--- config.mk ---
export PLATFORM = sky130hd
export DESIGN_NAME = wdt32_seq_flat
export DESIGN_NICKNAME = d
export VERILOG_FILES = /design/src/rtl/wdt32_seq_pkg.sv /design/src/rtl/wdt32_seq_if.sv /design/src/rtl/wdt32_key_det.sv /design/src/rtl/wdt32_seq.sv /design/src/flat_wrapper.sv
export SDC_FILE = /design/constraint.sdc
export NUM_CORES = 1
export LEC_CHECK = 0
export BUFFER_PORTS_ARGS = -buffer_cell sky130_fd_sc_hd__buf_2
export CAP_MARGIN = 5
export CORE_UTILIZATION = 46
export DETAILED_ROUTE_END_ITERATION = 6
export PLACE_DENSITY = 0.77
export RECOVER_POWER = 50
export SLEW_MARGIN = 20
export SYNTH_ARGS = -nofsm -noshare
export SYNTH_HDL_FRONTEND = slang
export SYNTH_SLANG_ARGS = --single-unit
export TNS_END_PERCENT = 5
--- constraint.sdc ---
create_clock -name PCLK -period 2.7 [get_ports PCLK]
set_input_delay 0.135 -clock PCLK [delete_from_list [all_inputs] [get_ports PCLK]]
set_output_delay 0.135 -clock PCLK [all_outputs]
set_load 0.03 [all_outputs]
--- src/rtl/wdt32_seq_pkg.sv ---
// wdt32_seq_pkg -- shared types and constants for the WDT32 sequencer.
// Contents: FSM state enum, unlock/service key values and register word offsets
// (these offsets are decoded from PADDR[4:2]).
package wdt32_seq_pkg;

  typedef enum logic [1:0] {
    ST_DISABLED = 2'd0,
    ST_ARMED    = 2'd1,
    ST_WARN     = 2'd2,
    ST_RESET    = 2'd3
  } wdt_state_e;

  localparam logic [31:0] UNLOCK_KEY = 32'h1ACC_E551;
  localparam logic [31:0] SVC_KEY1   = 32'h0000_5555;
  localparam logic [31:0] SVC_KEY2   = 32'h0000_AAAA;

  localparam logic [2:0] OFF_CTRL    = 3'd0;  // 0x00
  localparam logic [2:0] OFF_LOAD    = 3'd1;  // 0x04
  localparam logic [2:0] OFF_SERVICE = 3'd2;  // 0x08
  localparam logic [2:0] OFF_LOCK    = 3'd3;  // 0x0C
  localparam logic [2:0] OFF_STATUS  = 3'd4;  // 0x10
  localparam logic [2:0] OFF_COUNT   = 3'd5;  // 0x14
  localparam logic [2:0] OFF_WIN     = 3'd6;  // 0x18, window build only

  // True for a completed APB write (access phase) to the given offset.
  function automatic logic wr_hit(input logic wr, input logic [2:0] off,
                                  input logic [2:0] target);
    return wr && (off == target);
  endfunction

endpackage

--- src/rtl/wdt32_seq_if.sv ---
// wdt32_seq_if -- APB3 slave bus bundle for the WDT32 sequencer.
// Signals: PSEL, PENABLE, PWRITE, PADDR[19:2], PWDATA[31:0] (master -> slave),
//          PRDATA[31:0], PREADY (slave -> master).
// Modports: master (bus driver), slave (wdt32_seq).
interface wdt32_seq_if;
  logic        PSEL;
  logic        PENABLE;
  logic        PWRITE;
  logic [19:2] PADDR;
  logic [31:0] PWDATA;
  logic [31:0] PRDATA;
  logic        PREADY;

  modport master (output PSEL, PENABLE, PWRITE, PADDR, PWDATA,
                  input  PRDATA, PREADY);
  modport slave  (input  PSEL, PENABLE, PWRITE, PADDR, PWDATA,
                  output PRDATA, PREADY);
endinterface

--- src/rtl/wdt32_key_det.sv ---
// wdt32_key_det -- two-write service sequence detector.
// A SERVICE write of 5555 arms a pending flag; the next APB write completes the
// service only if it is SERVICE=AAAA. Any other write drops the pending flag.
// Ports: PCLK, PRESETn (async, active-low), wr_en (APB access-phase write),
//        svc_sel (write targets SERVICE), wdata (PWDATA),
//        svc_stb (service strobe, high during the completing access phase).
module wdt32_key_det
  import wdt32_seq_pkg::*;
(
  input  logic        PCLK,
  input  logic        PRESETn,
  input  logic        wr_en,
  input  logic        svc_sel,
  input  logic [31:0] wdata,
  output logic        svc_stb
);

  logic pend_q;

  // APB access phase lasts exactly one cycle (PREADY tied high), so the
  // combinational strobe is a single-cycle pulse.
  assign svc_stb = wr_en & svc_sel & (wdata == SVC_KEY2) & pend_q;

  always_ff @(posedge PCLK or negedge PRESETn) begin
    if (!PRESETn)   pend_q <= 1'b0;
    else if (wr_en) pend_q <= svc_sel & (wdata == SVC_KEY1);
  end

endmodule

--- src/rtl/wdt32_seq.sv ---
// wdt32_seq -- APB-programmed sequencer wrapped around a WDT32 counter.
// Ports: PCLK, PRESETn (async, active-low); apb (wdt32_seq_if.slave);
//        WDTMR/WDOV from the counter; WDLOAD/WDEN/WDOVCLR to the counter;
//        IRQ warning interrupt; SYSRST_REQ system reset request.
// Params: RST_PULSE_W (1..255) SYSRST_REQ width, ERR_DATA unmapped read value.
// Build option: define WDT32_SEQ_WINDOW_EN to add the WIN register at 0x18;
//   a service while WDTMR > WIN then counts as an overflow event.
module wdt32_seq
  import wdt32_seq_pkg::*;
#(
  parameter int unsigned RST_PULSE_W = 16,
  parameter logic [31:0] ERR_DATA    = 32'hDEAD_BEEF
) (
  input  logic        PCLK,
  input  logic        PRESETn,
  wdt32_seq_if.slave  apb,
  input  logic [31:0] WDTMR,
  input  logic        WDOV,
  output logic [31:0] WDLOAD,
  output logic        WDEN,
  output logic        WDOVCLR,
  output logic        IRQ,
  output logic        SYSRST_REQ
);

  localparam logic [1:0] S_DISABLED = ST_DISABLED;
  localparam logic [1:0] S_ARMED    = ST_ARMED;
  localparam logic [1:0] S_WARN     = ST_WARN;
  localparam logic [1:0] S_RESET    = ST_RESET;
  localparam logic [7:0] PULSE_LAST = 8'(RST_PULSE_W - 1);

  logic [2:0]  ctrl_q;      // {IRQEN, RSTEN, EN}
  logic [31:0] load_q;
  logic        locked_q;
  logic        irqf_q;
  logic [1:0]  state_q, state_d;
  logic [7:0]  cnt_q, cnt_d;
  logic        wdov_q;
  logic        clr_q;

  logic [2:0]  off;
  logic        wr;
  logic        ctrl_acc, load_acc, relock;
  logic        svc, svc_ok, early, ov_evt;
  logic        clr_req, irq_set, en_clr;
  logic        unused_ok;

  assign off       = apb.PADDR[4:2];
  assign wr        = apb.PSEL & apb.PWRITE & apb.PENABLE;
  assign unused_ok = ^apb.PADDR[19:5];
  assign apb.PREADY = 1'b1;

  // CTRL is frozen while locked and for the whole reset pulse.
  assign ctrl_acc = wr_hit(wr, off, OFF_CTRL) & ~locked_q & (state_q != S_RESET);
  assign load_acc = wr_hit(wr, off, OFF_LOAD) & ~locked_q;

  wdt32_key_det u_key_det (
    .PCLK    (PCLK),
    .PRESETn (PRESETn),
    .wr_en   (wr),
    .svc_sel (off == OFF_SERVICE),
    .wdata   (apb.PWDATA),
    .svc_stb (svc)
  );

`ifdef WDT32_SEQ_WINDOW_EN
  logic [31:0] win_q;
  logic        win_acc;

  assign win_acc = wr_hit(wr, off, OFF_WIN) & ~locked_q;
  assign early   = svc & (WDTMR > win_q);
  assign relock  = wr_hit(wr, off, OFF_CTRL) | wr_hit(wr, off, OFF_LOAD) |
                   wr_hit(wr, off, OFF_WIN);

  always_ff @(posedge PCLK or negedge PRESETn) begin
    if (!PRESETn)     win_q <= '0;
    else if (win_acc) win_q <= apb.PWDATA;
  end
`else
  assign early  = 1'b0;
  assign relock = wr_hit(wr, off, OFF_CTRL) | wr_hit(wr, off, OFF_LOAD);
`endif

  // An early (in-window) service is treated exactly like a counter overflow.
  assign svc_ok = svc & ~early;
  assign ov_evt = (WDOV & ~wdov_q) | early;

  // Next-state logic. Priority inside ARMED/WARN: disable write, then a good
  // service (so a service coinciding with an overflow wins), then overflow.
  always_comb begin
    state_d = state_q;
    cnt_d   = cnt_q;
    clr_req = 1'b0;
    irq_set = 1'b0;
    en_clr  = 1'b0;
    case (state_q)
      S_DISABLED: begin
        if (ctrl_acc && apb.PWDATA[0]) begin
          state_d = S_ARMED;
          clr_req = 1'b1;
        end
      end
      S_ARMED: begin
        if (ctrl_acc && !apb.PWDATA[0]) begin
          state_d = S_DISABLED;
        end else if (svc_ok) begin
          clr_req = 1'b1;
        end else if (ov_evt) begin
          state_d = S_WARN;
          irq_set = 1'b1;
          clr_req = 1'b1;
        end
      end
      S_WARN: begin
        if (ctrl_acc && !apb.PWDATA[0]) begin
          state_d = S_DISABLED;
        end else if (svc_ok) begin
          state_d = S_ARMED;
          clr_req = 1'b1;
        end else if (ov_evt) begin
          if (ctrl_q[1]) begin
            state_d = S_RESET;
            cnt_d   = '0;
          end else begin
            clr_req = 1'b1;
          end
        end
      end
      S_RESET: begin
        if (cnt_q == PULSE_LAST) begin
          state_d = S_DISABLED;
          cnt_d   = '0;
          en_clr  = 1'b1;
        end else begin
          cnt_d = cnt_q + 8'd1;
        end
      end
    endcase
  end

  always_ff @(posedge PCLK or negedge PRESETn) begin
    if (!PRESETn) begin
      state_q <= S_DISABLED;
      cnt_q   <= '0;
      wdov_q  <= 1'b0;
      clr_q   <= 1'b0;
    end else begin
      state_q <= state_d;
      cnt_q   <= cnt_d;
      wdov_q  <= WDOV;
      // Back-to-back requests collapse so the counter never sees a 2-cycle clear.
      clr_q   <= clr_req & ~clr_q;
    end
  end

  always_ff @(posedge PCLK or negedge PRESETn) begin
    if (!PRESETn) begin
      ctrl_q   <= '0;
      load_q   <= '0;
      locked_q <= 1'b1;
      irqf_q   <= 1'b0;
    end else begin
      if (ctrl_acc)    ctrl_q    <= apb.PWDATA[2:0];
      else if (en_clr) ctrl_q[0] <= 1'b0;

      if (load_acc) load_q <= apb.PWDATA;

      // Any LOCK write other than the key locks; a lock-protected register
      // write (accepted or not) also re-locks.
      if (wr_hit(wr, off, OFF_LOCK)) locked_q <= (apb.PWDATA != UNLOCK_KEY);
      else if (relock)               locked_q <= 1'b1;

      // Set has priority over the write-1-to-clear.
      if (irq_set)                                        irqf_q <= 1'b1;
      else if (wr_hit(wr, off, OFF_STATUS) && apb.PWDATA[3]) irqf_q <= 1'b0;
    end
  end

  // Read mux: purely combinational from PADDR, no read side effects.
  always_comb begin
    apb.PRDATA = ERR_DATA;
    case (off)
      OFF_CTRL:    apb.PRDATA = {29'd0, ctrl_q};
      OFF_LOAD:    apb.PRDATA = load_q;
      OFF_SERVICE: apb.PRDATA = '0;
      OFF_LOCK:    apb.PRDATA = {31'd0, locked_q};
      OFF_STATUS:  apb.PRDATA = {28'd0, irqf_q, WDOV, state_q};
      OFF_COUNT:   apb.PRDATA = WDTMR;
`ifdef WDT32_SEQ_WINDOW_EN
      OFF_WIN:     apb.PRDATA = win_q;
`endif
      default:     apb.PRDATA = ERR_DATA;
    endcase
  end

  assign WDLOAD     = load_q;
  assign WDEN       = (state_q == S_ARMED) | (state_q == S_WARN);
  assign WDOVCLR    = clr_q;
  assign IRQ        = irqf_q & ctrl_q[2];
  assign SYSRST_REQ = (state_q == S_RESET);

endmodule
--- src/flat_wrapper.sv ---
// flat-port wrapper written by rule: the top's interface ports become plain ports
module wdt32_seq_flat import wdt32_seq_pkg::*;
#(
  parameter int unsigned RST_PULSE_W = 16,
  parameter logic [31:0] ERR_DATA    = 32'hDEAD_BEEF
)
  (PCLK, PRESETn, WDTMR, WDOV, WDLOAD, WDEN, WDOVCLR, IRQ, SYSRST_REQ, apb_PSEL, apb_PENABLE, apb_PWRITE, apb_PADDR, apb_PWDATA, apb_PRDATA, apb_PREADY);
  wdt32_seq_if apb_i ();
  input  logic PCLK;
  input  logic PRESETn;
  input  logic [31:0] WDTMR;
  input  logic WDOV;
  output logic [31:0] WDLOAD;
  output logic WDEN;
  output logic WDOVCLR;
  output logic IRQ;
  output logic SYSRST_REQ;
  input wire logic [$bits(apb_i.PSEL)-1:0] apb_PSEL;
  input wire logic [$bits(apb_i.PENABLE)-1:0] apb_PENABLE;
  input wire logic [$bits(apb_i.PWRITE)-1:0] apb_PWRITE;
  input wire logic [$bits(apb_i.PADDR)-1:0] apb_PADDR;
  input wire logic [$bits(apb_i.PWDATA)-1:0] apb_PWDATA;
  output wire logic [$bits(apb_i.PRDATA)-1:0] apb_PRDATA;
  output wire logic [$bits(apb_i.PREADY)-1:0] apb_PREADY;
  assign apb_i.PSEL = apb_PSEL;
  assign apb_i.PENABLE = apb_PENABLE;
  assign apb_i.PWRITE = apb_PWRITE;
  assign apb_i.PADDR = apb_PADDR;
  assign apb_i.PWDATA = apb_PWDATA;
  assign apb_PRDATA = apb_i.PRDATA;
  assign apb_PREADY = apb_i.PREADY;
  wdt32_seq #(.RST_PULSE_W(RST_PULSE_W), .ERR_DATA(ERR_DATA)) u_core (.PCLK(PCLK), .PRESETn(PRESETn), .apb(apb_i), .WDTMR(WDTMR), .WDOV(WDOV), .WDLOAD(WDLOAD), .WDEN(WDEN), .WDOVCLR(WDOVCLR), .IRQ(IRQ), .SYSRST_REQ(SYSRST_REQ));
endmodule
; ---- After elaboration in Yosys (flattened, before gate mapping)
; Index checks and enable logic that the tools add are counted.
[word_totals]
output_inout_bits = 69
ram_bits = 0
rom_bits = 0
reg_bits = 50
word_cells = 104
input_bits = 88
n_memories = 0
latchBits = 0
[op_classes]
n_lt_le_gt_ge = 0
shift = 0
n_mul = 0
n_bitwise = 17
reduce_logical = 16
add_sub_neg = 1
eq_ne = 23
n_mux = 37
div = 0
[op_table]
columns = cell, n
row1 = case mux 32 bit (6 select lines), 1
row2 = two-way mux 8 bit, 5
row3 = "equality test 32 x 15 -> 1 bit, second input constant", 1
row4 = "equality test 32 x 16 -> 1 bit, second input constant", 1
row5 = "inequality test 32 x 29 -> 1 bit, second input constant", 1
row6 = two-way mux 1 bit, 19
row7 = two-way mux 2 bit, 9
row8 = case mux 8 bit (2 select lines), 1
row9 = AND 1 bit, 12
row10 = "adder 8 x 1 -> 8 bit, second input constant", 1
row11 = "equality test 8 x 4 -> 1 bit, second input constant", 1
row12 = "inequality test 2 x 1 -> 1 bit, second input constant", 4
row13 = "inequality test 4 x 1 -> 1 bit, second input constant", 2
row14 = case mux 2 bit (4 select lines), 1
row15 = nonzero test 2 bit, 4
row16 = logical AND 1 bit, 7
row17 = "equality test 3 x 2 -> 1 bit, second input constant", 2
row18 = "equality test 3 bit, second input constant", 2
row19 = "inequality test 2 bit, second input constant", 3
row20 = AND reduction 6 bit, 1
row21 = AND reduction 5 bit, 1
row22 = "equality test 2 bit, second input constant", 2
row23 = "equality test 3 x 1 -> 1 bit, second input constant", 1
row24 = zero test 3 bit, 1
row25 = other kinds (8), 11

; ---- Longest topological paths before layout
; Gate-level depths: netlist of run 1.
[depth]
ltp_word = 9
mapped_depth = 8

; ---- By module
; Synthesis of run 1 repeated with hierarchy kept, for this count alone.
[unflattened]
hier_cells = 312
area_unflattened_um2 = 3056.7
[modules_own_cells]
columns = mod, cells_per_inst, n_inst, seq_area_each_um2, area_each_um2
row1 = wdt32_seq, 291, 1, 1227.4, 2860.2
row2 = wdt32_key_det, 21, 1, 25.0, 196.4

; ---- Worst setup path before layout of run 1
; No wires, ideal clock.
[synth_timing]
kind = reg2reg
start = register u_core.state_q[0]
end = register u_core.state_q[0]
arrival_ns = 2.104
t_required_ns = 2.573
path_stages_with_launch = 8
slack_ns = 0.469
path_buffers = 0
setup_time_ns = 0.127
path_cell_list = dfrtp_1 ha_1 nor4_2 nand2_1 o21ai_0 a21oi_2 or3_1 o32a_2
[synth_rtl]
columns = item, line_no
row1 = from (decl), wdt32_seq.sv:36  ; logic [1:0] state_q, state_d;
row2 = from (signal assigned), wdt32_seq.sv:148  ; state_q <= state_d;
row3 = equality test 2 bit (*), n/a
row4 = via SYSRST_REQ, flat_wrapper.sv:17  ; output logic SYSRST_REQ;
row5 = inequality test 2 x 1 -> 1 bit (no line), n/a
row6 = AND reduction 6 bit (no line), n/a
; Mark *: on every way through the listed nets, which the timed path passes. The rest lies on a longest branch.
; A chain may end at the register's enable or synchronous reset.

; ---- Final worst setup path of run 1
[layout_timing]
start = register u_core.state_q[0]
end = register u_core.cnt_q[7]
[layout_between]
elab_chain_len = 5
[layout_rtl]
columns = item, line_no
row1 = inequality test 2 bit, wdt32_seq.sv:54  ; assign ctrl_acc = wr_hit(wr, off, OFF_CTRL) & ~locked_q & (state_q != S_RESET);
row2 = AND 1 bit, wdt32_seq.sv:54
row3 = logical AND 1 bit, wdt32_seq.sv:115  ; if (ctrl_acc && !apb.PWDATA[0]) begin
row4 = inequality test 2 bit (no line), n/a
row5 = AND reduction 5 bit (no line), n/a
row6 = to (signal assigned), wdt32_seq.sv:149  ; cnt_q <= cnt_d;
row7 = to (decl), wdt32_seq.sv:37  ; logic [7:0] cnt_q, cnt_d;
; Several ways; a longest one is shown, not always the timed one.

==> results of run 1 <==
cell usage after synthesis (3+ instances only):
cell,number
sky130_fd_sc_hd__nand2b_1,6
sky130_fd_sc_hd__nand3_1,8
sky130_fd_sc_hd__a21oi_1,5
sky130_fd_sc_hd__and2_1,4
sky130_fd_sc_hd__inv_1,7
sky130_fd_sc_hd__mux2_2,31
sky130_fd_sc_hd__a22oi_1,22
sky130_fd_sc_hd__o21ai_0,35
sky130_fd_sc_hd__dfrtp_1,49
sky130_fd_sc_hd__nor2b_1,5
sky130_fd_sc_hd__and3_1,6
sky130_fd_sc_hd__o22ai_1,3
sky130_fd_sc_hd__clkbuf_1,13
sky130_fd_sc_hd__nor2_1,17
sky130_fd_sc_hd__nand2_1,24
sky130_fd_sc_hd__nor4bb_1,4
sky130_fd_sc_hd__ha_1,6
sky130_fd_sc_hd__nand4_1,3
sky130_fd_sc_hd__buf_1,3
sky130_fd_sc_hd__nor4_1,5
sky130_fd_sc_hd__mux2i_1,9
power by group through the flow:
stage | clock [uW] | sequential [uW] | combinational [uW]
2_1_floorplan | 0 | 1080 | 532
5_1_grt | 601 | 966 | 1010
3_3_place_gp | 0 | 957 | 927
4_1_cts | 568 | 951 | 957
3_5_place_dp | 0 | 965 | 951
6_report | 561 | 952 | 937
cells by family (layout without fill, tap and decap cells):
group | count (synthesis) | after routing | synth area share [%]
AOI/OAI and AO/OA | 83 | 83 | 18.40
adders and majority gates | 6 | 6 | 2.520
buffers and inverters | 27 | 165 | 3.864
DFF | 50 | 50 | 42.04
muxes | 40 | 40 | 14.74
other | 1 | 1 | 0.1259
and+or+nand+nor | 96 | 96 | 18.31
sequential cells by signal, indices dropped and copies added, names as in the netlist:
register	flops
u_core.WDLOAD	32
u_core.cnt_q	8
u_core.ctrl_q	3
u_core.state_q	2
u_core.WDOVCLR	1
u_core.irqf_q	1
u_core.locked_q	1
u_core.u_key_det.pend_q	1
u_core.wdov_q	1
metal layers:
layer / GRT usage, % / vias up / share of wire, %
met5: 0 / - / 0
met4: 11.23 / 0 / 2.4
met3: 4.615 / 17 / 7.3
met2: 44.71 / 136 / 47
met1: 34.15 / 1409 / 43
li1: - / 1400 / -
path summary, 6_finish.rpt:
path	end	start	slack (ns)	cells past startpoint
worst min-delay path	u_core.WDLOAD[30]	apb_PWDATA[30]	0.06	2
min in group asynchronous	u_core.u_key_det.pend_q	PRESETn	0.64	2
max in group asynchronous	u_core.WDLOAD[18]	PRESETn	0.77	3
worst min register to register	u_core.WDOVCLR	u_core.WDOVCLR	0.44	1
worst max-delay path	u_core.cnt_q[7]	u_core.state_q[0]	0.33	8
worst max register to register	u_core.cnt_q[7]	u_core.state_q[0]	0.33	8
final cells by class:
class,instances,share of cell area [%]
Multi-Input combinational cell,226,41.95
Clock inverter,3,1.268
Tap cell,75,2.439
Timing Repair Buffer,150,19.32
Sequential cell,50,32.55
Clock buffer,5,1.789
Inverter,7,0.6829
worst register-to-register path, delay by kind of cell (launching register included):
family / cells / cell delay (ns)
compound gates: 3 / 0.71
simple gates: 2 / 0.69
flops: 1 / 0.45
buf+inv: 2 / 0.23
fa+ha+maj: 1 / 0.20
stage by stage:
stage                     worst slack, ns  instances  total power [uW]
after floorplan                    0.4692        303              1609
after global placement             0.4237        506              1884
after detailed placement           0.3793        506              1916
after CTS                          0.3167        516              2476
after global routing              0.08173        516              2579
final                              0.3302        516              2450
cell usage in the layout (no fill, tap or decap), types with 3 or more instances in the layout:
| cell | n |
|---|---|
| sky130_fd_sc_hd__mux2_2 | 31 |
| sky130_fd_sc_hd__nand4_1 | 3 |
| sky130_fd_sc_hd__and2_1 | 4 |
| sky130_fd_sc_hd__nor4_1 | 5 |
| sky130_fd_sc_hd__nor2b_1 | 5 |
| sky130_fd_sc_hd__mux2i_1 | 9 |
| sky130_fd_sc_hd__nand2_1 | 24 |
| sky130_fd_sc_hd__nor2_1 | 16 |
| sky130_fd_sc_hd__clkbuf_8 | 5 |
| sky130_fd_sc_hd__buf_2 | 106 |
| sky130_fd_sc_hd__dfrtp_1 | 49 |
| sky130_fd_sc_hd__nand3_1 | 8 |
| sky130_fd_sc_hd__nor4bb_1 | 4 |
| sky130_fd_sc_hd__ha_1 | 6 |
| sky130_fd_sc_hd__buf_4 | 5 |
| sky130_fd_sc_hd__clkbuf_1 | 36 |
| sky130_fd_sc_hd__o21ai_0 | 35 |
| sky130_fd_sc_hd__a22oi_1 | 22 |
| sky130_fd_sc_hd__and3_1 | 6 |
| sky130_fd_sc_hd__a21oi_1 | 5 |
| sky130_fd_sc_hd__o22ai_1 | 3 |
| sky130_fd_sc_hd__nand2b_1 | 6 |
| sky130_fd_sc_hd__inv_1 | 7 |
==> metrics.log, run 1 <==
INFO  metric outcome = complete, no violations
INFO  metric ys.warnings.count = 0
INFO  metric fillerInstances = 533
INFO  metric timing.max_cap.violations = 0
INFO  metric clock_power_share = 22.9%
INFO  metric worstSetupPathType = reg -> reg
INFO  metric setup.worst_path.start_class = flop
INFO  metric antenna_violating_nets_post_route = 0
INFO  metric cell_internal_pwr = 1471 uW
INFO  metric detail_route.first_pass.iterations = 4
INFO  metric synth.top_cells.by_area = sky130_fd_sc_hd__dfrtp_1 41%, sky130_fd_sc_hd__mux2_2 12%, sky130_fd_sc_hd__o21ai_0 5.9%
INFO  metric dominantRegCellSynth = sky130_fd_sc_hd__dfrtp_1
INFO  metric timing_hold_violations_final = 0
INFO  metric grt_util_all_layers = a little over a quarter
INFO  metric row_count = 28
INFO  metric tritoncts = done
INFO  metric worstHoldPathType = in -> reg
INFO  metric post_cts_buffers = 0
INFO  metric leakage = 0.001876 uW
INFO  metric power.sequential.fraction = about two fifths
INFO  metric relSlewSlack = about 11%
INFO  metric die_width = 82.48 um
INFO  metric max_stage_delay = around 0.45 ns
INFO  metric largest_net_degree_at_the_start_of_global_routing = 42
INFO  metric nets_final = 534
INFO  metric first_pass_grt_wire_length = 13.47 mm
INFO  metric fin_area = 3847 um2
INFO  metric fraction_of_final_layout_cells_sized_beyond_drive_strength_1 = roughly 36%
INFO  metric boundaryPins = 157
INFO  metric area_growth = 29.15%
INFO  metric cts.root.buffer_cell = sky130_fd_sc_hd__clkbuf_8
INFO  metric postSynthRegisterBits = 50
INFO  metric detailedPlacementHpwl = 6.482 mm
INFO  metric clkLatencyLatePin = 0.31 ns
INFO  metric cp_cell_sequence = inv_1 > ha_1 > inv_1 > a31oi_1 > and3_1 > a22oi_4 > or2b_2 > o31ai_1
INFO  metric clock-sinks = 50
INFO  metric power_spent_charging_and_discharging_nets = 979.3 uW
INFO  metric cts_inserted_buffers = 5
INFO  metric seq_area_frac_synth = 42.04%
INFO  metric crit_slowest_cell = sky130_fd_sc_hd__dfrtp_1
INFO  metric regArea = 1252 um2
INFO  metric area_of_the_die = 6802 um2
INFO  metric post_synth_instance_area = 2979 um2
INFO  metric async_flop_share = 100.0%
INFO  metric totalWireLength = 8.698 mm
INFO  metric critical_path.top_delay_family = compound AO/OA/AOI/OAI gates
INFO  metric crit_buf_inv = 2
INFO  metric final.hold.worst_slack = 0.05998 ns
INFO  metric vias_per_cell = 5.740
INFO  metric setup_viol = 0
INFO  metric type_of_destination_of_the_critical_path = flop
INFO  metric post-route-period-util = 87.77%
INFO  metric clk_pin_slew = 0.11 ns
INFO  metric synth.net_count = 397
INFO  metric cts_buffer_depth = 2
INFO  metric synth_top_area_share = between 40% and 50%
INFO  metric path_common_cell = sky130_fd_sc_hd__inv_1
INFO  metric wire_per_inst = 16.86 um
INFO  metric synth.avg_cell_area = a little under 10 um2
INFO  metric ctsResizeCount = 0
INFO  metric postCtsHoldBufs = 2
INFO  metric actual_slew_at_the_worst_max_slew_pin = approximately 1.3 ns
INFO  metric port_buffers = 140
INFO  metric unrepaired_setup_endpoints_after_global_routing = false
INFO  metric detailedRoute.firstIterationViolations = 182
INFO  metric globalRoute.totalOverflow = 0
INFO  metric cp_data_required_time = 2.91 ns
INFO  metric comb_power_share = a little under two fifths
INFO  metric slew_violations = 0
INFO  metric timing.final.crit_period = 2.370 ns
INFO  metric via_count_of_the_first_global_routing_pass = 2,817
INFO  metric detailed_place.area = 3760 um2
INFO  metric finClkSkew = 0.01274 ns
INFO  metric critical_path_arrival = 2.58 ns
INFO  metric cts_max_level = 2
INFO  metric switching_share_of_power = around two fifths
INFO  metric synthDistinctLibCells = 50
INFO  metric floorplan.initialDensity = 48.87%
INFO  metric postSynthCellCount = 303
INFO  metric clock.fmax = 0.4220 GHz
INFO  metric netlist.top_cell.by_area = sky130_fd_sc_hd__dfrtp_1
INFO  metric route.vias.total = 2,962
INFO  metric n_antenna_cell = 0
INFO  metric critical_path.max_fanout = 10
INFO  metric number_of_antenna_violations_at_the_first_check_in_global_routing = 0
INFO  metric power.density = between 600 and 700 nW/um2
INFO  metric totalNegativeSetupSlack = 0 ns
INFO  metric core_area = 6096 um2
INFO  metric gp_routability_congestion = 0.8828
INFO  metric die_h = 82.48 um
INFO  metric multi_input_area = 1614 um2
INFO  metric synth_edf_count = 0
INFO  metric remaining_drc_errors = 0
INFO  metric post-route-util = ~63%
INFO  metric power.ir.vdd_worst = 0.3698 mV
Power figures use the tool's default switching activity.
==> run 2, diff against run 1 <==
- ABC_AREA: unset -> 1
==> run 2 against run 1 <==
Setup slack gained 0.40 ns. First-iteration DRC count is 4.9% higher. Via count rose by 9.6%. Largest cell class unchanged. Highest routed layer unchanged.
==> metrics.log, run 2 <==
INFO  metric outcome = complete, no violations
INFO  metric slew_violations = 0
INFO  metric min-delay-start = apb_PWDATA[21]
INFO  metric placedCellCount = 603
INFO  metric critical_path.max_fanout = 6
INFO  metric comb_power_share = a little over a third
INFO  metric layout.cells.non_filler = 613
INFO  metric detailedPlacementHpwl = 6.681 mm
INFO  metric power.sequential.fraction = 40.8%
INFO  metric netlist.top_cell.by_area = sky130_fd_sc_hd__dfrtp_1
INFO  metric ys.warnings.count = 0
INFO  metric clock_power_share = 23.1%
INFO  metric post_synth_instance_area = 3025 um2
INFO  metric cts.root.buffer_cell = sky130_fd_sc_hd__clkbuf_8
INFO  metric postCtsHoldBufs = 2
INFO  metric fillerInstances = 591
INFO  metric type_of_destination_of_the_critical_path = flop
INFO  metric leakage = 0.002080 uW
INFO  metric timing.final.crit_period = roughly 2.0 ns
INFO  metric hold_end = u_core.WDLOAD[21]
INFO  metric area_of_the_die = roughly 6900 um2
INFO  metric cell_internal_pwr = between 1000 and 1500 uW
INFO  metric row_count = 29
INFO  metric timing.max_cap.violations = 0
INFO  metric fraction_of_final_layout_cells_sized_beyond_drive_strength_1 = 27.61%
INFO  metric actual_slew_at_the_worst_max_slew_pin = 0.8948 ns
INFO  metric setup.worst_path.start_class = flop
INFO  metric regArea = 1252 um2
INFO  metric finClkSkew = 0.01506 ns
INFO  metric seq_area_frac_synth = 41.40%
INFO  metric synthDistinctLibCells = 36
INFO  metric nets_final = 629
INFO  metric most_frequent_standard_cell_in_the_layout_excluding_fill_and_tap_cells = sky130_fd_sc_hd__nand2_1
INFO  metric clk_pin_slew = about 0.090 ns
INFO  metric power_spent_charging_and_discharging_nets = ~950 uW
INFO  metric wire_per_inst = 14.05 um
INFO  metric cp_cell_sequence = ha_1 > inv_1 > nand3_2 > nor2_4 > inv_2 > o21ai_2 > inv_2 > nand2_1 > nand3_2 > nand2_1 > o21ai_1
INFO  metric first_pass_grt_wire_length = 14.63 mm
INFO  metric post_synth_most_frequent_cells = 114 x sky130_fd_sc_hd__nand2_1, 49 x sky130_fd_sc_hd__dfrtp_1, 41 x sky130_fd_sc_hd__inv_1, 39 x sky130_fd_sc_hd__nand3_1, 34 x sky130_fd_sc_hd__nor2_1
INFO  metric unrepaired_setup_endpoints_after_global_routing = false
INFO  metric area_growth = 28.29%
INFO  metric synth.avg_cell_area = between 7 and 8 um2
INFO  metric setup_viol = 0
INFO  metric route.layer.met1.wl = 3.677 mm
INFO  metric die_width = approximately 83 um
INFO  metric r2r_end = u_core.state_q[1]
INFO  metric power.ir.vdd_worst = 0.4445 mV
INFO  metric remaining_drc_errors = 0
INFO  metric boundaryPins = 157
INFO  metric core_area = about 6300 um2
INFO  metric power.total = 2342 uW
INFO  metric detailed_place.area = 3800 um2
INFO  metric worst-r2r-cell-count = 11
INFO  metric synth_edf_count = 0
INFO  metric number_of_antenna_violations_at_the_first_check_in_global_routing = 0
INFO  metric totalWireLength = approximately 8.6 mm
INFO  metric ff2ff_setup_slack = ~0.73 ns
INFO  metric die_h = 83.10 um
INFO  metric cp_data_required_time = 2.91 ns
INFO  metric clock-sinks = 50
INFO  metric cts_buffer_depth = 2
INFO  metric worstHoldPathType = in -> reg
INFO  metric met2_wirelength = 4.227 mm
INFO  metric worstSetupPathType = reg -> reg
INFO  metric detail_route.first_pass.iterations = 5
INFO  metric clock.fmax = 0.5078 GHz
INFO  metric dominantRegCellSynth = sky130_fd_sc_hd__dfrtp_1
INFO  metric layout_common_cells = 114 x sky130_fd_sc_hd__nand2_1, 103 x sky130_fd_sc_hd__buf_2, 49 x sky130_fd_sc_hd__dfrtp_1
INFO  metric antenna_violating_nets_post_route = 0
INFO  metric detailedRoute.firstIterationViolations = 191
INFO  metric synth.top_cells.by_area = sky130_fd_sc_hd__dfrtp_1 41%, sky130_fd_sc_hd__nand2_1 14%, sky130_fd_sc_hd__nand3_1 6.5%
INFO  metric post_cts_buffers = 0
INFO  metric synth.net_count = 489
INFO  metric synth_top_area_share = between 40 and 50%
INFO  metric totalNegativeSetupSlack = 0 ns
INFO  metric clkLatencyLatePin = 0.32 ns
INFO  metric hold_path_depth = 2
INFO  metric vias_per_cell = 5.294
INFO  metric route.vias.total = roughly 3,200
INFO  metric gp_routability_congestion = 0.8999
INFO  metric largest_net_degree_at_the_start_of_global_routing = 36
INFO  metric tritoncts = done
INFO  metric grt_util_all_layers = 26.25%
INFO  metric timing_hold_violations_final = 0
INFO  metric port_buffers = 140
INFO  metric worstReg2RegStart = u_core.state_q[0]
INFO  metric route.met3.wl = 548 um
INFO  metric critical_path_arrival = 2.18 ns
INFO  metric switching_share_of_power = between 40% and 50%
INFO  metric cts_inserted_buffers = 5
INFO  metric power.density = about 600 nW/um2
INFO  metric fin_area = 3881 um2
INFO  metric n_antenna_cell = 0
INFO  metric cts_max_level = 2
INFO  metric postSynthRegisterBits = 50
INFO  metric floorplan.initialDensity = about 48%
INFO  metric async_flop_share = 100.0%
INFO  metric max_stage_delay = 0.42 ns
INFO  metric via_count_of_the_first_global_routing_pass = ~3,200
INFO  metric yosys.cell_count.top_type = sky130_fd_sc_hd__nand2_1
INFO  metric crit_slowest_cell = sky130_fd_sc_hd__dfrtp_1
INFO  metric globalRoute.totalOverflow = 0
INFO  metric routed.top_layer = met4
INFO  metric postSynthCellCount = 395
INFO  metric multi_input_area = roughly 1500 um2
INFO  metric ctsResizeCount = 0
INFO  metric largest_register_ff_count = 32
INFO  metric post-route-period-util = 72.94%
INFO  metric relSlewSlack = roughly two fifths
-- run 2: changes by cell type after synthesis, moves of 9 or more --
cell,delta
sky130_fd_sc_hd__mux2_2,-16
sky130_fd_sc_hd__o21ai_0,-13
sky130_fd_sc_hd__nand3_1,+31
sky130_fd_sc_hd__mux2i_1,-9
sky130_fd_sc_hd__a22oi_1,-20
sky130_fd_sc_hd__nor2_1,+17
sky130_fd_sc_hd__nand2_1,+90
sky130_fd_sc_hd__inv_1,+34
-- run 2: worst max-delay path: cells and delay by family, from the launching register on --
family	cells	cell delay, ns
simple gates	5	0.58
compound gates	2	0.25
flops	1	0.42
buf+inv	3	0.33
fa+ha+maj	1	0.28
-- run 2: how the worst max path moves through the flow --
stage / cells after the start / endpoint / slack, ns / start
after global routing: 3 / u_core.WDLOAD[22] / 0.52 / PRESETn
after CTS: 11 / u_core.state_q[1] / 0.72 / u_core.state_q[0]
after floorplan: 10 / u_core.cnt_q[1] / 0.83 / u_core.state_q[0]
after global placement: 6 / u_core.WDLOAD[24] / 0.81 / u_core.locked_q
after detailed placement: 11 / u_core.state_q[1] / 0.74 / u_core.state_q[0]
final: 11 / u_core.state_q[1] / 0.73 / u_core.state_q[0]
-- run 2: layer usage --
layer  global-route usage (%)  up-vias
met5                        0        -
met3                    3.777       15
li1                         -     1573
met2                    44.11      142
met1                    34.14     1515
met4                    10.50        0
-- run 2: cell type report --
cell class                      instances  area share (%)
Sequential cell                        50           32.27
Timing Repair Buffer                  148           18.47
Tap cell                               77           2.482
Clock buffer                            6           1.870
Clock inverter                          2          0.9671
Multi-Input combinational cell        286           39.68
Inverter                               44           4.255
-- run 2: power by group through the flow --
stage / logic (uW) / registers, uW / clock network [uW]
finish: 846 / 955 / 541
global route: 930 / 971 / 572
CTS: 871 / 951 / 547
detailed placement: 866 / 965 / 0
global placement: 844 / 962 / 0
floorplan: 454 / 1100 / 0
-- run 2: kinds of logic after synthesis --
| group | count (synthesis) | share of synthesized area (%) |
|---|---|---|
| AO/OA/AOI/OAI | 49 | 10.84 |
| XOR/XNOR | 4 | 1.158 |
| adder cells (fa/ha/maj) | 6 | 2.481 |
| buffers and inverters | 59 | 7.858 |
| flip-flops | 50 | 41.40 |
| multiplexers | 15 | 5.583 |
| other | 1 | 0.1240 |
| AND/OR/NAND/NOR | 211 | 30.56 |
-- run 2: through the flow --
| stage | setup slack, ns | util [%] | hold slack (ns) |
|---|---|---|---|
| global placement | 0.8051 | 59.84 | 0.06642 |
| detailed placement | 0.7367 | 59.84 | 0.07269 |
| floorplan | 0.8350 | - | -0.1606 |
| global route | 0.5234 | 61.12 | 0.05718 |
| finish | 0.7307 | 61.12 | 0.06155 |
| CTS | 0.7242 | 61.89 | 0.05780 |
==> run 3, diff against run 2 <==
- ABC_AREA: 1 -> 0
- clock period: 2.7 -> 1.97 ns (I/O delays scaled with it)
==> run 3 against run 2 <==
The run now ends with setup timing left. Largest power group is now combinational logic. Register-to-register slack worse by 0.80 ns. Hold slack lost 0.024 ns. Critical path depth fell by 4. First-iteration DRC count is 11% lower. Clock skew shrank 0.0029 ns. Clock-buffer cell count did not move. Critical endpoint is now u_core.state_q[0]. Highest routed layer unchanged.
==> metrics.log, run 3 (synthesized netlist as in run 1, its figures left out) <==
INFO  metric setup.worst_path.start = u_core.state_q[0]
INFO  metric setup_viol = 2
INFO  metric cts_inserted_buffers = 5
INFO  metric floorplan.initialDensity = ~50%
INFO  metric actual_slew_at_the_worst_max_slew_pin = ~1.2 ns
INFO  metric power.total = 3751 uW
INFO  metric clock-sinks = 50
INFO  metric cp_data_required_time = 2.17 ns
INFO  metric via_count_of_the_first_global_routing_pass = 3,019
INFO  metric worstHoldPathType = in -> reg
INFO  metric leakage = 0.002086 uW
INFO  metric clock.fmax = 0.4894 GHz
INFO  metric end_of_the_critical_path = u_core.state_q[0]
INFO  metric worst-r2r-cell-count = 7
INFO  metric min-delay-start = apb_PWDATA[26]
INFO  metric timing.final.crit_period = just over 2 ns
INFO  metric n_antenna_cell = 0
INFO  metric timing.max_cap.violations = 0
INFO  metric vias_per_cell = 5.628
INFO  metric cts_buffer_depth = 2
INFO  metric globalRoute.totalOverflow = 0
INFO  metric worst_slack = -0.07341 ns
INFO  metric type_of_destination_of_the_critical_path = flop
INFO  metric critical_path_arrival = 2.25 ns
INFO  metric relSlewSlack = between 10% and 20%
INFO  metric route.vias.total = 3,090
INFO  metric critical_path.max_fanout = 3
INFO  metric port_buffers = 140
INFO  metric tritoncts = done
INFO  metric r2r_end = u_core.state_q[0]
INFO  metric setup.worst_path.start_class = flop
INFO  metric grt_util_all_layers = 29.16%
INFO  metric first_pass_grt_wire_length = 14.71 mm
INFO  metric most_frequent_standard_cell_in_the_layout_excluding_fill_and_tap_cells = sky130_fd_sc_hd__buf_2
INFO  metric remaining_drc_errors = 0
INFO  metric post-route-period-util = 103.7%
INFO  metric timing_hold_violations_final = 0
INFO  metric clkLatencyLatePin = 0.31 ns
INFO  metric power.ir.vdd_worst = 0.4781 mV
INFO  metric power.density = 896.1 nW/um2
INFO  metric die_h = 82.48 um
INFO  metric outcome = finished, violations left
INFO  metric detail_route.first_pass.iterations = 4
INFO  metric number_of_antenna_violations_at_the_first_check_in_global_routing = 0
INFO  metric slew_violations = 0
INFO  metric cts.root.buffer_cell = sky130_fd_sc_hd__clkbuf_8
INFO  metric ff2ff_setup_slack = -0.07 ns
INFO  metric core_area = 6096 um2
INFO  metric detailedPlacementHpwl = 6.902 mm
INFO  metric totalWireLength = between 9 and 10 mm
INFO  metric antenna_violating_nets_post_route = 0
INFO  metric layout_common_cells = 112 x sky130_fd_sc_hd__buf_2, 49 x sky130_fd_sc_hd__dfrtp_1, 38 x sky130_fd_sc_hd__buf_4
INFO  metric largest_register_ff_count = 32
INFO  metric gp_routability_congestion = 0.9475
INFO  metric worstReg2RegStart = u_core.state_q[0]
INFO  metric worstSetupPathType = reg -> reg
INFO  metric clk_pin_slew = 0.10 ns
INFO  metric largest_net_degree_at_the_start_of_global_routing = 42
INFO  metric row_count = 28
INFO  metric failed_checks = setup timing
INFO  metric fraction_of_final_layout_cells_sized_beyond_drive_strength_1 = between 40% and 50%
INFO  metric detailedRoute.firstIterationViolations = 170
INFO  metric finClkSkew = 0.01217 ns
INFO  metric nets_final = 567
INFO  metric area_of_the_die = 6802 um2
INFO  metric boundaryPins = 157
INFO  metric wire_per_inst = around 17 um
INFO  metric unrepaired_setup_endpoints_after_global_routing = true
INFO  metric totalNegativeSetupSlack = -0.1181 ns
INFO  metric cts_max_level = 2
INFO  metric area_growth = 40.53%
INFO  metric die_width = 82.48 um
## run 3: cell count changes in the layout (fill, tap and decap cells not counted), moves of 7 or more
cell and change:
sky130_fd_sc_hd__nand2_1 -90, sky130_fd_sc_hd__inv_1 -34, sky130_fd_sc_hd__buf_4 +33, sky130_fd_sc_hd__nand3_1 -31, sky130_fd_sc_hd__a22oi_1 +20, sky130_fd_sc_hd__nor2_1 -18
sky130_fd_sc_hd__mux2_2 +16, sky130_fd_sc_hd__clkbuf_1 -10, sky130_fd_sc_hd__o21ai_0 +10, sky130_fd_sc_hd__buf_2 +9, sky130_fd_sc_hd__mux2i_1 +9, sky130_fd_sc_hd__a22o_1 -8
sky130_fd_sc_hd__nand4_1 -7
## run 3: repair_timing
item	in CTS	in global routing
resized for setup	3	5
endpoints found under the setup margin	3	10
hold buffers	2	0
endpoints found under the hold margin	23	0
buffers inserted	2	0
pin swaps	1	0
## run 3: area by class of cell
class	instances	area [um2]
fill	511	1909
multi-input combinational	226	1665
sequential	50	1252
timing repair buffer	183	1006
tap	75	93.84
clock buffer	6	82.58
clock inverter	2	60.06
inverter	7	26.28
## run 3: critical path, cell delays in order (launching register included)
cell	delay, ns
sky130_fd_sc_hd__dfrtp_1	0.43
sky130_fd_sc_hd__ha_4	0.19
sky130_fd_sc_hd__nor4_4	0.19
sky130_fd_sc_hd__and2_4	0.20
sky130_fd_sc_hd__nand2_1	0.08
sky130_fd_sc_hd__and2_1	0.18
sky130_fd_sc_hd__or3_4	0.35
sky130_fd_sc_hd__o32a_4	0.31
## run 3: metal layers
metal	vias up	GRT usage, %	wire length (um)
li1	1465	-	-
met1	1474	36.94	3824
met2	132	49.09	4595
met3	19	4.945	564
met4	0	12.11	196
met5	-	0	0
## run 3: report_power, final
group,leakage (uW),switching [uW],internal [uW]
clock network,0.0000714,348,541
logic,0.00135,922,640
registers,0.000662,129,1170
total,0.00209,1400,2350
## run 3: how the worst min path moves through the flow
stage                                   end  cells after the start  slack [ns]
after floorplan            u_core.WDLOAD[0]                      0       -0.20
after global placement    u_core.WDLOAD[17]                      1        0.11
after detailed placement  u_core.WDLOAD[20]                      1        0.11
after CTS                 u_core.WDLOAD[21]                      2        0.03
after global routing      u_core.WDLOAD[21]                      2        0.04
final                     u_core.WDLOAD[26]                      2        0.04
## run 3: stage by stage
| step | instances | hold WS, ns | setup slack [ns] | util, % | cell area (um2) |
|---|---|---|---|---|---|
| floorplan | 303 | -0.1971 | -0.04091 | - | 3003 |
| global placement | 537 | 0.1099 | -0.1272 | 66.09 | 4029 |
| detailed placement | 537 | 0.1106 | -0.2176 | 66.09 | 4029 |
| CTS | 549 | 0.03155 | -0.05347 | 69.34 | 4227 |
| global route | 549 | 0.03938 | -0.2134 | 68.68 | 4187 |
| finish | 549 | 0.03726 | -0.07341 | 68.68 | 4187 |
